--- src/rtl/voice_mixer_pwm.sv ---
// voice_mixer_pwm
// Mixes the four speaker tone channels into a single PWM audio pin.
// Each voice is weighted by an envelope value, the four weighted voices are
// summed, and the sum sets the duty cycle of a 1023-cycle PWM frame.
//
// Optional feature macro: VOICE_ENVELOPE_EN
//   defined   - a rising gate loads the voice envelope to full scale, and a
//               shared prescaler then decays it by one step per tick down to 0.
//   undefined - the envelope is simply full scale while the gate is high and 0
//               otherwise (sustained tones that follow the gate).
module voice_mixer_pwm #(
    parameter int ENV_BITS  = 8,
    parameter int DECAY_DIV = 196078
) (
    input  logic                CLOCK_50,
    input  logic                reset,
    input  logic [3:0]          tone_in,
    input  logic [3:0]          gate_in,
    input  logic [3:0]          voice_en,
    output logic                pwm_out,
    output logic [ENV_BITS+1:0] level,
    output logic [3:0]          active
);

    localparam int MIX_W = ENV_BITS + 2;

    // Last count of the PWM frame: 2^MIX_W - 2, so a frame is 2^MIX_W - 1
    // cycles long and a full-scale mix of four voices still leaves low time.
    localparam logic [MIX_W-1:0]    PWM_TOP  = {{(MIX_W-1){1'b1}}, 1'b0};
    localparam logic [ENV_BITS-1:0] ENV_FULL = '1;

    // A prescaler shorter than two cycles would make every cycle a tick.
    if (DECAY_DIV < 2) begin : g_bad_decay_div
        $error("voice_mixer_pwm: DECAY_DIV must be at least 2");
    end

    // Envelope step toward zero; holds at zero instead of wrapping.
    function automatic logic [ENV_BITS-1:0] env_decay(input logic [ENV_BITS-1:0] e);
        return (e == '0) ? e : e - ENV_BITS'(1);
    endfunction

    // Unsigned sum of four voice samples, widened so 4 * full scale fits.
    function automatic logic [MIX_W-1:0] mix4(input logic [3:0][ENV_BITS-1:0] s);
        logic [MIX_W-1:0] acc;
        acc = '0;
        for (int i = 0; i < 4; i++) begin
            acc = acc + MIX_W'(s[i]);
        end
        return acc;
    endfunction

    logic [3:0][ENV_BITS-1:0] env_p0;
    logic [3:0][ENV_BITS-1:0] samp_p0;
    logic [MIX_W-1:0]         mix_sum_p1;
    logic [MIX_W-1:0]         mix_latched_p2;
    logic [MIX_W-1:0]         pwm_cnt;
    logic                     frame_end;

    // ---- stage 0: per-voice envelope ----
`ifdef VOICE_ENVELOPE_EN
    localparam int                PRE_W    = $clog2(DECAY_DIV);
    localparam logic [PRE_W-1:0]  PRE_LAST = PRE_W'(DECAY_DIV - 1);

    logic [3:0]       gate_q;
    logic [3:0]       rise;
    logic [PRE_W-1:0] presc;
    logic             tick;

    assign rise = gate_in & ~gate_q;
    assign tick = (presc == PRE_LAST);

    // Previous gate level, used to find the note-on edge.
    always_ff @(posedge CLOCK_50 or posedge reset) begin
        if (reset) begin
            gate_q <= '0;
        end else begin
            gate_q <= gate_in;
        end
    end

    // Free-running decay prescaler shared by all voices; triggers do not
    // restart it, so decay steps stay on a fixed global grid.
    always_ff @(posedge CLOCK_50 or posedge reset) begin
        if (reset) begin
            presc <= '0;
        end else if (tick) begin
            presc <= '0;
        end else begin
            presc <= presc + PRE_W'(1);
        end
    end

    // Envelope: a note-on reloads full scale (winning over a same-cycle
    // tick), otherwise each tick steps the envelope toward zero.
    always_ff @(posedge CLOCK_50 or posedge reset) begin
        if (reset) begin
            env_p0 <= '0;
        end else begin
            for (int i = 0; i < 4; i++) begin
                if (rise[i]) begin
                    env_p0[i] <= ENV_FULL;
                end else if (tick) begin
                    env_p0[i] <= env_decay(env_p0[i]);
                end
            end
        end
    end
`else
    // Envelope follows the gate directly: full scale while held, else silent.
    always_ff @(posedge CLOCK_50 or posedge reset) begin
        if (reset) begin
            env_p0 <= '0;
        end else begin
            for (int i = 0; i < 4; i++) begin
                env_p0[i] <= gate_in[i] ? ENV_FULL : '0;
            end
        end
    end
`endif

    // Voice samples: the envelope passes only while the tone is high and the
    // voice is enabled; muting never touches the envelope itself.
    always_comb begin
        for (int i = 0; i < 4; i++) begin
            samp_p0[i] = (tone_in[i] & voice_en[i]) ? env_p0[i] : '0;
        end
    end

    // Activity flags reflect the envelope, independent of tone or mute.
    always_comb begin
        for (int i = 0; i < 4; i++) begin
            active[i] = (env_p0[i] != '0);
        end
    end

    // ---- stage 1: four-voice mix ----
    // Registered sum of the weighted voices, refreshed every cycle.
    always_ff @(posedge CLOCK_50 or posedge reset) begin
        if (reset) begin
            mix_sum_p1 <= '0;
        end else begin
            mix_sum_p1 <= mix4(samp_p0);
        end
    end

    // ---- stage 2: PWM frame ----
    assign frame_end = (pwm_cnt == PWM_TOP);

    // PWM frame counter 0..PWM_TOP.
    always_ff @(posedge CLOCK_50 or posedge reset) begin
        if (reset) begin
            pwm_cnt <= '0;
        end else if (frame_end) begin
            pwm_cnt <= '0;
        end else begin
            pwm_cnt <= pwm_cnt + MIX_W'(1);
        end
    end

    // Duty value is captured only at the frame boundary so a frame never
    // changes width part-way through.
    always_ff @(posedge CLOCK_50 or posedge reset) begin
        if (reset) begin
            mix_latched_p2 <= '0;
        end else if (frame_end) begin
            mix_latched_p2 <= mix_sum_p1;
        end
    end

    // Registered comparator: exactly mix_latched_p2 high cycles per frame.
    always_ff @(posedge CLOCK_50 or posedge reset) begin
        if (reset) begin
            pwm_out <= 1'b0;
        end else begin
            pwm_out <= (pwm_cnt < mix_latched_p2);
        end
    end

    assign level = mix_latched_p2;

endmodule

--- config.mk ---
export PLATFORM = sky130hd
export DESIGN_NAME = voice_mixer_pwm
export DESIGN_NICKNAME = d
export VERILOG_FILES = /design/src/rtl/voice_mixer_pwm.sv
export SDC_FILE = /design/constraint.sdc
export NUM_CORES = 1
export LEC_CHECK = 0
export BUFFER_PORTS_ARGS = -buffer_cell sky130_fd_sc_hd__buf_2
export CAP_MARGIN = 20
export CORE_MARGIN = 2
export CORE_UTILIZATION = 27
export CTS_CLUSTER_DIAMETER = 60
export DETAILED_ROUTE_END_ITERATION = 10
export GPL_ROUTABILITY_DRIVEN = 0
export PLACE_DENSITY_LB_ADDON = 0.08
export SETUP_SLACK_MARGIN = 0.1
export SLEW_MARGIN = 20
export SYNTH_ARGS = -nofsm -noshare
export SYNTH_HDL_FRONTEND = slang
export SYNTH_SLANG_ARGS = --single-unit
--- constraint.sdc ---
create_clock -name CLOCK_50 -period 8.5 [get_ports CLOCK_50]
set_input_delay 0.425 -clock CLOCK_50 [delete_from_list [all_inputs] [get_ports CLOCK_50]]
set_output_delay 0.425 -clock CLOCK_50 [all_outputs]
set_load 0.005 [all_outputs]
==> impl_metrics.py <==
metrics = {
    "outcome": {
        "status": "complete, no violations",
    },
    "clock_tree": {
        "root_buffer": "clkbuf_8",
        "clkSlewWorstSetupHoldPaths_ns": 0.06,
        "hold_buffers": 0,
        "cts.sinks": 29,
        "cts_resized": 0,
        "htreeDepth": 2,
        "cts_buffers": 5,
        "clockBufferDepth": 2,
        "insertion_delay_ns": 0.28,
        "cts_setup_buffers": 0,
        "cts_tree": "done",
    },
    "placement": {
        "dp_hpwl_um": 2200,
        "io_buffers": 28,
    },
    "cells_and_area": {
        "syn2layout_area_growth_pct": 17.0,
        "nNetsFinal": 201,
        "ff_latch_area_um2": 726,
        "drive_gt1_frac": 0.269,
        "fill_cells": 581,
        "antennaDiodeCount": 0,
        "multiInputGateArea_um2": 718,
    },
    "synthesis": {
        "avgSynthCellArea_um2": 11.5,
        "seq_area_frac_synth": 0.463,
        "synth_fp_nets": 171,
        "synth.area.top_cells": "dfrtp_1 (46%), ha_1 (12%), fa_1 (6.4%)",
        "ys_warn_count": 0,
        "yosys.area.top_type": "dfrtp_1",
        "netlist_top_cells_count": "dfrtp_1 (29), inv_1 (18), ha_1 (15)",
        "syn_area_mm2": 0.00157,
        "synth_edf_count": 0,
        "async_flop_share": 1.00,
        "synth_top_area_frac": 0.463,
        "synthCells": 137,
        "ys_ff_latch": 29,
        "ys.flop_type": "dfrtp_1",
        "synth_cell_types": 27,
        "synth.most_common_cell": "dfrtp_1",
    },
    "timing": {
        "finalCritPeriodShare": 0.363,
        "grt_setup_unrepaired": "false",
        "hold_ws_ns": 0.212,
        "fmax_mhz": 324,
        "hold_viol": 0,
        "fin_crit_ns": 3.09,
        "slew_viol_final": 0,
        "maxSlewHeadroom": 0.742,
        "skew_ns": 0.00428,
        "worst_pin_slew_ns": 0.386,
        "setup_viol": 0,
        "tns_ns": 0,
    },
    "route": {
        "wl_um": 2920,
        "first_pass_iters": 3,
        "via_per_inst": 4.33,
        "num_vias": 1035,
        "drt-initial-drc-count": 27,
        "ant_nets": 0,
        "wl_per_cell_um": 12.2,
        "drc": 0,
    },
    "floorplan": {
        "core_area_mm2": 0.00557,
        "fp-row-count": 27,
        "dieHeight_um": 80.2,
        "die_width_um": 80.2,
        "floorplan.initialDensity": 0.281,
        "ioPinCount": 29,
        "fp.dieArea_mm2": 0.00644,
    },
    "setup_path": {
        "required_ns": 8.72,
        "path_class": "flop to flop",
        "endpoint_kind": "flop",
        "arrival_ns": 3.30,
        "path_max_fanout": 4,
        "start_kind": "flop",
    },
    "hold_path": {
        "hold_class": "primary input to async pin",
    },
    "run": {
        "drv_cap": 0,
    },
    "pwr": {
        "ir_drop_mv": 0.0553,
        "power.total_uw": 282,
        "p_leak_uw": 0.000949,
        "power.density_mw_per_mm2": 153,
    },
    "global_route": {
        "grt_usage": 0.109,
        "antenna_found_initial": 0,
        "grt_pass1_vias": 1062,
        "grt_max_degree": 30,
        "overflow": 0,
        "grt_pass1_wl_um": 5060,
    },
}
[final timing paths]
path	end	startpoint	depth (start not counted)	slack [ns]
setup reg to reg	mix_sum_p1[9]	env_p0[6]	11	5.41
max in group asynchronous	pwm_cnt[1]	reset	3	8.01
hold / removal	env_p0[22]	reset	3	0.21
min in group CLOCK_50	env_p0[22]	gate_in[2]	1	0.25
hold reg to reg	level[7]	mix_sum_p1[7]	1	0.48
setup / recovery	mix_sum_p1[9]	env_p0[6]	11	5.41
[state kept, by name (all words and copies together), names as in the netlist]
register,cells
pwm_out,1
pwm_cnt,10
level,7
env_p0,4
mix_sum_p1,7
[power breakdown]
part | internal, uW | total (uW) | switching (uW) | leakage, uW
clock | 64.1 | 116 | 51.5 | 0.0000443
combinational | 8.43 | 19.7 | 11.3 | 0.000532
sequential | 144 | 146 | 1.89 | 0.000373
total | 217 | 282 | 64.7 | 0.000949
[area by class of cell]
type | instances | share of cell area
clock buffers | 7 | 0.0470
inverters | 18 | 0.0368
multi-input cells | 84 | 0.391
flip-flops and latches | 29 | 0.395
well taps | 72 | 0.0491
repair buffers | 29 | 0.0804
[cell usage in the layout, fill, tap and decap left out, types with 2 or more instances in the layout]
cell type  count
o31ai_1        2
and3_1         2
fa_1           5
nand2_1        3
xor2_1         2
clkbuf_8       6
ha_1          15
mux2_4         3
nand2b_1       2
xnor2_1        4
nor2_1        10
dfrtp_1       29
a21oi_1        9
o21ai_0        4
nand3_1       12
inv_1         18
mux2_2         4
buf_2         28
[cells by family after synthesis]
logic type                 synth area share
and+or+nand+nor                       0.128
DFF                                   0.463
buffers and inverters                0.0797
adders and majority gates             0.183
AOI/OAI and AO/OA                    0.0558
muxes                                0.0574
xor gates and xnor gates             0.0335
[critical path: stages, from the launching register on]
cell and delay (ns):
dfrtp_1 0.35, nand3_1 0.11, fa_1 0.60, fa_1 0.54, inv_1 0.14, ha_1 0.16, inv_1 0.05, fa_1 0.39
fa_1 0.42, nor2b_1 0.11, o21ai_0 0.08, nand2b_1 0.08
[stage by stage]
stage	setup slack (ns)	cells	cell area (um^2)	utilization
detailed placement	5.23	232	1750	0.314
floorplan	5.51	137	1570	-
global placement	5.37	232	1750	0.314
CTS	5.37	239	1840	0.329
finish	5.41	239	1840	0.329
global route	5.18	239	1840	0.329
[per-layer routing]
metal | vias up | wire [um] | GRT usage
li1 | 509 | - | -
met2 | 29 | 1340 | 0.172
met3 | 7 | 152 | 0.0360
met1 | 490 | 1360 | 0.130
met4 | 0 | 74 | 0.0610
met5 | - | 0 | 0
No activity file was read; power rests on OpenSTA's default activity.
